--- src/rtl/vscale_fetch_if.sv ---
// Instruction-memory bus between the fetch stage and instruction memory.
// The fetch stage drives the address; memory returns data one cycle later
// and raises imem_wait while that data is not valid.
interface vscale_fetch_if;
    logic [31:0] imem_addr;
    logic        imem_wait;
    logic [31:0] imem_rdata;

    modport master (
        output imem_addr,
        input  imem_wait,
        input  imem_rdata
    );

    modport slave (
        input  imem_addr,
        output imem_wait,
        output imem_rdata
    );
endinterface

--- src/rtl/vscale_fetch.sv ---
// vscale_fetch: instruction fetch stage (IF) and IF->DX pipeline register.
// Selects the next PC, drives the instruction-memory address, and hands
// the fetched instruction (or a NOP on kill) to decode.
// Optional feature: define VSCALE_FETCH_SKID_EN to add a one-entry skid
// buffer that captures a response which arrives while DX is stalled.
module vscale_fetch #(
    parameter logic [31:0] RESET_PC = 32'h00000200,
    parameter logic [31:0] NOP_INST = 32'h00000013
) (
    input  logic                   clk,
    input  logic                   reset,
    input  logic [2:0]             PC_src_sel,
    input  logic [31:0]            branch_target,
    input  logic [31:0]            jal_target,
    input  logic [31:0]            reg_target,
    input  logic [31:0]            handler_PC,
    input  logic                   stall_IF,
    input  logic                   kill_IF,
    input  logic                   stall_DX,
    input  logic                   kill_DX,
    vscale_fetch_if.master         imem,
    output logic [31:0]            PC_IF,
    output logic [31:0]            PC_DX,
    output logic [31:0]            inst_DX
);

    localparam logic [2:0] SEL_PLUS_FOUR = 3'd0;
    localparam logic [2:0] SEL_BRANCH    = 3'd1;
    localparam logic [2:0] SEL_JAL       = 3'd2;
    localparam logic [2:0] SEL_REG       = 3'd3;
    localparam logic [2:0] SEL_REPLAY    = 3'd4;
    localparam logic [2:0] SEL_HANDLER   = 3'd5;

    logic [31:0] pc_pif_s;
    logic [31:0] fetched_inst_s;
    logic        redirect_s;

    // Next-PC mux; unused encodings fall back to sequential fetch.
    always_comb begin
        pc_pif_s = PC_IF + 32'd4;
        case (PC_src_sel)
            SEL_PLUS_FOUR: pc_pif_s = PC_IF + 32'd4;
            SEL_BRANCH:    pc_pif_s = branch_target;
            SEL_JAL:       pc_pif_s = jal_target;
            SEL_REG:       pc_pif_s = {reg_target[31:1], 1'b0};
            SEL_REPLAY:    pc_pif_s = PC_IF;
            SEL_HANDLER:   pc_pif_s = handler_PC;
            default:       pc_pif_s = PC_IF + 32'd4;
        endcase
    end

    // Redirects discard any buffered sequential response.
    always_comb begin
        redirect_s = 1'b0;
        if ((PC_src_sel == SEL_BRANCH) || (PC_src_sel == SEL_JAL) ||
            (PC_src_sel == SEL_REG) || (PC_src_sel == SEL_HANDLER)) begin
            redirect_s = 1'b1;
        end else begin
            redirect_s = 1'b0;
        end
    end

    // Memory address: hold the current PC while IF is stalled.
    always_comb begin
        if (stall_IF) begin
            imem.imem_addr = PC_IF;
        end else begin
            imem.imem_addr = pc_pif_s;
        end
    end

    // IF PC register; a trap handler entry overrides an IF stall.
    always_ff @(posedge clk) begin
        if (reset) begin
            PC_IF <= RESET_PC;
        end else if (!stall_IF || (PC_src_sel == SEL_HANDLER)) begin
            PC_IF <= pc_pif_s;
        end else begin
            PC_IF <= PC_IF;
        end
    end

`ifdef VSCALE_FETCH_SKID_EN
    logic        skid_valid_r;
    logic [31:0] skid_inst_r;

    // Skid buffer: capture a valid sequential response while DX is stalled;
    // any DX load or redirect empties it, and clearing beats capturing.
    always_ff @(posedge clk) begin
        if (reset || !stall_DX || redirect_s) begin
            skid_valid_r <= 1'b0;
            skid_inst_r  <= skid_inst_r;
        end else if (!imem.imem_wait && !kill_DX && !skid_valid_r) begin
            skid_valid_r <= 1'b1;
            skid_inst_r  <= imem.imem_rdata;
        end else begin
            skid_valid_r <= skid_valid_r;
            skid_inst_r  <= skid_inst_r;
        end
    end

    // A buffered instruction takes priority over the live memory response.
    always_comb begin
        if (skid_valid_r) begin
            fetched_inst_s = skid_inst_r;
        end else begin
            fetched_inst_s = imem.imem_rdata;
        end
    end
`else
    // Without a skid buffer the instruction always comes straight from memory.
    always_comb begin
        fetched_inst_s = imem.imem_rdata;
    end
`endif

    // IF->DX register: hold on stall, inject a NOP on kill_IF.
    always_ff @(posedge clk) begin
        if (reset) begin
            PC_DX   <= RESET_PC;
            inst_DX <= NOP_INST;
        end else if (!stall_DX) begin
            PC_DX <= PC_IF;
            if (kill_IF) begin
                inst_DX <= NOP_INST;
            end else begin
                inst_DX <= fetched_inst_s;
            end
        end else begin
            PC_DX   <= PC_DX;
            inst_DX <= inst_DX;
        end
    end

endmodule

--- src/flat_wrapper.sv ---
// flat-port wrapper written by rule: the top's interface ports become plain ports
module vscale_fetch_flat 
#(
    parameter logic [31:0] RESET_PC = 32'h00000200,
    parameter logic [31:0] NOP_INST = 32'h00000013
)
  (clk, reset, PC_src_sel, branch_target, jal_target, reg_target, handler_PC, stall_IF, kill_IF, stall_DX, kill_DX, PC_IF, PC_DX, inst_DX, imem_imem_addr, imem_imem_wait, imem_imem_rdata);
  vscale_fetch_if imem_i ();
  input  logic clk;
  input  logic reset;
  input  logic [2:0] PC_src_sel;
  input  logic [31:0] branch_target;
  input  logic [31:0] jal_target;
  input  logic [31:0] reg_target;
  input  logic [31:0] handler_PC;
  input  logic stall_IF;
  input  logic kill_IF;
  input  logic stall_DX;
  input  logic kill_DX;
  output logic [31:0] PC_IF;
  output logic [31:0] PC_DX;
  output logic [31:0] inst_DX;
  output wire logic [$bits(imem_i.imem_addr)-1:0] imem_imem_addr;
  input wire logic [$bits(imem_i.imem_wait)-1:0] imem_imem_wait;
  input wire logic [$bits(imem_i.imem_rdata)-1:0] imem_imem_rdata;
  assign imem_imem_addr = imem_i.imem_addr;
  assign imem_i.imem_wait = imem_imem_wait;
  assign imem_i.imem_rdata = imem_imem_rdata;
  vscale_fetch #(.RESET_PC(RESET_PC), .NOP_INST(NOP_INST)) u_core (.clk(clk), .reset(reset), .PC_src_sel(PC_src_sel), .branch_target(branch_target), .jal_target(jal_target), .reg_target(reg_target), .handler_PC(handler_PC), .stall_IF(stall_IF), .kill_IF(kill_IF), .stall_DX(stall_DX), .kill_DX(kill_DX), .imem(imem_i), .PC_IF(PC_IF), .PC_DX(PC_DX), .inst_DX(inst_DX));
endmodule
--- config.mk ---
export PLATFORM = sky130hd
export DESIGN_NAME = vscale_fetch_flat
export DESIGN_NICKNAME = d
export VERILOG_FILES = /design/src/rtl/vscale_fetch_if.sv /design/src/rtl/vscale_fetch.sv /design/src/flat_wrapper.sv
export SDC_FILE = /design/constraint.sdc
export NUM_CORES = 1
export LEC_CHECK = 0
export CAP_MARGIN = 25
export CORE_MARGIN = 5
export CORE_UTILIZATION = 41
export DETAILED_ROUTE_END_ITERATION = 10
export PLACE_DENSITY = 0.82
export SLEW_MARGIN = 20
export SYNTH_ARGS = -nofsm -noshare
export SYNTH_HDL_FRONTEND = slang
export SYNTH_SLANG_ARGS = --single-unit
--- constraint.sdc ---
create_clock -name clk -period 2.45 [get_ports clk]
set_input_delay 0.245 -clock clk [delete_from_list [all_inputs] [get_ports clk]]
set_output_delay 0.245 -clock clk [all_outputs]
set_load 0.05 [all_outputs]
==> impl_results.md, run 1 <==
- Status: finished with violations
- Failing checks: negative setup slack
- Worst Hold Class: in2reg
- Max-Cap Viols: 0
- FF+latch count, synth: 96
- Remaining global-route overflow: 0
- Pre-CTS WS: 3.86 ps
- Worst setup EP type: output pin
- Power, Total: 0.00535 W
- Iter 0 DRT Violations: 807
- Via count of the first global-routing pass: 6,865
- Initial Util: 0.413
- Hpwl dp: about 19 mm
- Critical path origin: u_core.PC_IF[3]
- Synth Warn #: 0
- RSZ-0062 raised after global routing: true
- Distinct cells, synth: 61
- Placed Cells incl. Taps: 1,215
- Final WL: between 20 and 30 mm
- Worst hold start: stall_DX
- Worst-Margin Slew: ~550 ps
- Dominant synthesized flop cell: dfxtp_1
- R2r endpoint: u_core.PC_IF[20]
- Switching Power: 0.00197 W
- Post-Syn Instances: 746
- Post-route setup slack: -81.0 ps
- Clock Power Share: 0.273
- CTS H-tree depth: 3
- Combinational Power Share: 0.401
- Core ar.: about 14,000 um^2
- Post-synthesis cell area: 5930 um^2
- CP required: 2200 ps
- Final Hold Viols: 0
- Die Y: 130 um
- Pin count of the biggest net entering global routing: 45
- Post-route design area: between 10,000 and 15,000 um^2
- Synthesized Nets: 917
- Reg2reg setup slack: 500 ps
- Multi-input gate area: between 3000 and 4000 um^2
- Max-slew violations: 0
- Util after Layout: 0.727
- Switching share of power: 0.368
- Final Critical Period: approximately 2500 ps
- Synth Area in Simple Gates: 0.185
- Mux contribution to synthesized area: 0.142
- Clock skew: 9.64 ps
- Post-synthesis adder-cell area fraction: 0.00211
- Final std cells w/o fill: 1,249
- Pre-antenna DRT Iters: 6
- Largest family of logic cells by synthesized area: compound AO/OA/AOI/OAI gates
- Placed inst area: 9780 um^2
- Clk slew on worst S/H paths: 70 ps
- Final period util: 1.03
- Async S/R FF share, synth: 0
- XOR/XNOR Fraction of Synth Area: 0.0133
- Number of synthesized flops with an enable pin: 0
- Static leakage: 4.08 nW
- Compound-Gate Fraction of Synth Area: 0.266
- CP Max Fanout: 5
- Placement row count: 44
- GRT Overall Usage: 0.283
- Share of cells above drive strength 1: 0.219
- DR vias/cell: 5.89
- Fill cells: 1,110
- Initial antenna violation count: 1
- CP Class: reg2out
- CTS tree: built
- Final Setup Violations: 2
- Routability cong.: 0.927
- IO Port Bufs: 294
- CTS Buffer Depth: 2
- Slew headroom: 0.631
- Routed len/inst: 20.6 um
- Cells on worst reg2reg path: 8
- Sequential Area: 1970 um^2
- Layout Nets: 1,230
- CP endpoint: imem_imem_addr[26]
- Num ports: 298
- CP Data Arrival Time: about 2300 ps
- First-pass GRT wire length: 37.5 mm
- Root buffer selected by CTS: clkbuf_16
- Worst r2r src: u_core.PC_IF[3]
- Syn_area_per_cell: 7.95 um^2
- Maximum VDD drop: 0.317 mV
- Clock sinks: 96
- CP startpoint kind: flop
- Sequential area share after synthesis: 0.324
- Internal: 0.00338 W
- Die span in x: 130 um
- Fmax: a little under 400 MHz
- Hold Buf Count CTS: 0
- CTS buffer count: 9
- Clk_lat worst skew: approximately 360 ps
- Vias: 7,360
- Die area: 17,000 um^2
- ANT nets after route: 0
- Post-route DRC: 0
- Area grow syn2layout: 76.2%
- Flop pwr share: 0.326
- PD cells: 512 nW/um^2
-- cell usage after synthesis (18+ instances only) --
| library cell | instances | share of area |
|---|---|---|
| o22ai_1 | 18 | 0.019 |
| mux2i_1 | 57 | 0.096 |
| mux2_2 | 24 | 0.046 |
| a31oi_1 | 22 | 0.023 |
| nand2_1 | 44 | 0.028 |
| buf_2 | 26 | 0.022 |
| nor2_1 | 112 | 0.071 |
| dfxtp_1 | 96 | 0.32 |
| a21oi_1 | 30 | 0.025 |
| clkbuf_1 | 40 | 0.025 |
| o21ai_0 | 52 | 0.044 |
| a22oi_1 | 44 | 0.056 |
-- through the flow --
step / setup TNS, ps / hold WS, ps
5_1_grt: -738 / 410
3_5_place_dp: 0 / 469
2_1_floorplan: 0 / 380
4_1_cts: -161 / 358
6_report: -151 / 373
3_3_place_gp: 0 / 465
-- how the worst min path moves through the flow --
stage,end,cells after the start
2_1_floorplan,u_core.inst_DX[0],2
6_report,u_core.PC_DX[9],3
3_3_place_gp,u_core.PC_DX[9],2
3_5_place_dp,u_core.PC_DX[9],2
5_1_grt,u_core.PC_DX[10],3
4_1_cts,u_core.PC_DX[9],3
-- sequential cells by signal (all words and copies together), names as in the netlist --
signal / cells
u_core.PC_DX: 32
u_core.PC_IF: 32
u_core.inst_DX: 32
-- cells in the final DEF (no fill, tap or decap), types with 6 or more instances in the layout --
cell	n
o22ai_1	18
o21ai_1	12
dfxtp_4	9
clkdlybuf4s50_1	257
xnor2_1	6
a22oi_1	44
buf_6	7
nand2b_1	10
buf_4	81
mux2_2	23
a31oi_1	13
a22o_1	8
nand2_1	42
nor2_1	112
o31a_1	6
dfxtp_2	10
mux2i_1	57
o21ai_2	6
dfxtp_1	77
o211ai_1	7
nand4_1	9
o21ai_0	29
nand3_1	9
a311oi_1	8
a21oi_1	29
clkbuf_16	10
buf_12	32
inv_1	7
-- power by group through the flow --
stage | combinational (W) | clock, W | sequential [W]
floorplan | 0.000847 | 0 | 0.00204
global placement | 0.00205 | 0 | 0.00177
detailed placement | 0.00207 | 0 | 0.00178
CTS | 0.00209 | 0.00149 | 0.00174
global route | 0.00224 | 0.00155 | 0.00175
finish | 0.00215 | 0.00146 | 0.00174
-- area by class of cell --
type | instances | area share
multi-input combinational | 559 | 0.378
timing repair buffer | 383 | 0.378
sequential | 96 | 0.188
clock buffer | 10 | 0.0239
tap | 184 | 0.0220
clock inverter | 6 | 0.00539
inverter | 10 | 0.00359
antenna | 1 | 0.000239
-- critical path, cell delays in order (launching register included) --
cell	delay, ps
dfxtp_4	370
ha_4	160
nand4_4	110
or3_4	390
or4_4	440
a21oi_2	150
o31a_2	170
buf_8	140
-- cell families after synthesis --
| family | after synthesis |
|---|---|
| AO/OA/AOI/OAI | 235 |
| AND/OR/NAND/NOR | 233 |
| flip-flops | 96 |
| buffers and inverters | 91 |
| multiplexers | 81 |
| XOR/XNOR | 9 |
| adder cells (fa/ha/maj) | 1 |
-- per-layer routing --
layer,wire length [um],global-route usage
met1,9650,0.355
met2,12500,0.476
met4,891,0.111
met3,2670,0.0581
met5,0,0
-- what timing repair did --
item	CTS	global route
hold endpoints to repair	0	0
resized for setup	21	43
pin swaps	9	8
buffers inserted	4	13
setup endpoints to repair	17	20
No activity file was read; power rests on OpenSTA's default activity.
==> inputs of run 2 (changes only) <==
Settings changed: GPL_ROUTABILITY_DRIVEN from default to 0.
==> run 2 against run 1 <==
Compared with the run above: the run still ends with negative setup slack left; clock-buffer cell count stayed put; routed wire length fell by 1.8%; final cell count is 0.56% lower; hold slack lost 12 ps; combinational power hardly changed; die area stayed put; first-iteration DRC count grew 15%; clock skew down 3.5 ps; non-clock buffer count down 6; via count decreased by 1.2%; total power down 2.0%; highest routed layer unchanged.
==> impl_results.md, run 2 (synthesis results as in run 1) <==
- Max-slew violations: 0
- IO Port Bufs: 294
- Crit-path leading delay family: simple AND/OR/NAND/NOR gates
- Hold path endpoint: u_core.PC_DX[9]
- Antenna diode count: 0
- Pre-antenna DRT Iters: 5
- Multi-input gate area: 3980 um^2
- Fill cells: 1,044
- Cells on worst reg2reg path: 7
- Initial antenna violation count: 0
- Layout Nets: 1,224
- CTS tree: built
- R2r endpoint: u_core.PC_IF[26]
- PD cells: 504 nW/um^2
- Largest regs: u_core.PC_DX (32), u_core.PC_IF (32), u_core.inst_DX (32)
- Power, Total: roughly 0.0052 W
- Final Hold Viols: 0
- DR vias/cell: 5.86
- CP Data Arrival Time: 2280 ps
- Most common cell after layout, fill and taps aside: clkdlybuf4s50_1
- Final Critical Period: around 2500 ps
- Root buffer selected by CTS: clkbuf_16
- Iter 0 DRT Violations: around 930
- CP cell instances: ha_4 > nand4_4 > or3_4 > or4_4 > a21oi_4 > o31a_2 > buf_8
- Failing checks: negative setup slack
- CP Class: reg2out
- First-pass GRT wire length: 36.8 mm
- Pre-CTS WS: -32.9 ps
- Final std cells w/o fill: 1,242
- Routed len/inst: a little over 20 um
- Post-route DRC: 0
- Hold path cells: 3
- Die span in x: between 100 and 150 um
- Hpwl dp: around 19 mm
- CTS Buffer Depth: 2
- Internal: 0.00330 W
- Max-Cap Viols: 0
- Pin count of the biggest net entering global routing: 48
- Worst-Margin Slew: 579 ps
- Clk_lat worst skew: ~350 ps
- Switching share of power: 0.370
- Slew headroom: 0.613
- Most frequent cells in the layout: clkdlybuf4s50_1 (257), nor2_1 (112), dfxtp_1 (78), buf_4 (77), mux2i_1 (57)
- Switching Power: 0.00194 W
- Post-route design area: approximately 10,000 um^2
- Num ports: 298
- Clk slew on worst S/H paths: around 70 ps
- Worst setup EP type: output pin
- Sequential Area: 1960 um^2
- Core ar.: approximately 14,000 um^2
- GRT Overall Usage: 0.276
- Clock Power Share: 0.260
- Final Setup Violations: 3
- Post-route setup slack: -78.0 ps
- Static leakage: 4.01 nW
- Clock sinks: 96
- Combinational Power Share: 0.406
- Status: finished with violations
- Placed Cells incl. Taps: between 1,000 and 1,500
- Final period util: 1.03
- ANT nets after route: 0
- Die Y: 130 um
- CP required: ~2200 ps
- Reg2reg setup slack: 520 ps
- Share of cells above drive strength 1: 0.219
- Area grow syn2layout: 75.4%
- Worst hold start: stall_DX
- CP Max Fanout: 5
- Crit path buffers/inverters: 1
- Vias: 7,273
- Remaining global-route overflow: 0
- Clock skew: 6.15 ps
- Worst r2r src: u_core.PC_IF[2]
- Placed inst area: around 10000 um^2
- RSZ-0062 raised after global routing: true
- Placement row count: 44
- Worst Hold Class: in2reg
- CTS buffer count: 9
- Maximum VDD drop: 0.357 mV
- CP max-delay cell: or4_4
- Die area: 17,000 um^2
- CP startpoint kind: flop
- CTS H-tree depth: 3
- Flop pwr share: 0.334
- Final WL: 25.2 mm
- Initial Util: 0.413
- Fmax: 396 MHz
- Max incr delay on CP: between 400 and 500 ps
- Via count of the first global-routing pass: ~6,800
## run 2: changes by cell type in the layout (fill, tap and decap cells not counted), moves of 2 or more
cell	delta
a31oi_2	-2
o21ai_2	+2
clkinvlp_4	+2
nand2_2	+2
dfxtp_4	-4
buf_4	-4
o21ai_0	+2
buf_6	-3
inv_8	-2
dfxtp_2	+3
o21ai_1	-4
## run 2: worst max-delay path by stage
stage                                    end              from  cells after the start  slack [ps]
after global routing      imem_imem_addr[26]   u_core.PC_IF[3]                      7        -120
after floorplan           imem_imem_addr[28]  u_core.PC_IF[22]                      6          10
final                     imem_imem_addr[26]   u_core.PC_IF[2]                      7         -80
after detailed placement  imem_imem_addr[31]     PC_src_sel[1]                      8         -30
after CTS                 imem_imem_addr[26]   u_core.PC_IF[2]                      7         -70
after global placement    imem_imem_addr[20]     PC_src_sel[1]                      8          -3
## run 2: cell type report
class | instances | area share
inverters | 10 | 0.00397
multi-input cells | 559 | 0.383
flip-flops and latches | 96 | 0.188
well taps | 184 | 0.0221
clock buffers | 10 | 0.0220
repair buffers | 377 | 0.376
clock inverters | 6 | 0.00481
## run 2: repair_timing
action	4_1_cts	5_1_grt
buffers inserted	4	6
hold buffers	0	0
resized for setup	32	31
setup endpoints to repair	15	20
pin swaps	15	13
## run 2: power groups by stage
| stage | Sequential (W) | Combinational [W] | Clock [W] |
|---|---|---|---|
| final | 0.00175 | 0.00213 | 0.00136 |
| after floorplan | 0.00204 | 0.000847 | 0 |
| after global placement | 0.00177 | 0.00205 | 0 |
| after detailed placement | 0.00178 | 0.00206 | 0 |
| after global routing | 0.00176 | 0.00222 | 0.00144 |
| after CTS | 0.00174 | 0.00209 | 0.00138 |
## run 2: tightest hold or removal path, delay by kind of cell
family / cells / cell delay, ps
multiplexers: 1 / 150
buffers and inverters: 1 / 220
AND/OR/NAND/NOR: 1 / 60
## run 2: per-layer routing
metal | share of wire | GRT usage | vias up
met2 | 0.49 | 0.468 | 446
met3 | 0.10 | 0.0639 | 66
li1 | - | - | 3381
met4 | 0.035 | 0.0996 | 0
met5 | 0 | 0 | -
met1 | 0.38 | 0.342 | 3380
## run 2: per-stage QoR
step                hold slack (ps)  setup TNS, ps   util
floorplan                       380              0      -
global placement                467          -3.41  0.682
detailed placement              473          -77.0  0.682
CTS                             353          -72.8  0.712
global route                    371           -726  0.724
finish                          361           -104  0.724
==> inputs of run 3 (changes only) <==
Settings changed: CAP_MARGIN 25 to 20.
==> results of run 3 <==
No change in the layout: final DEF, timing and power equal those of run 2.
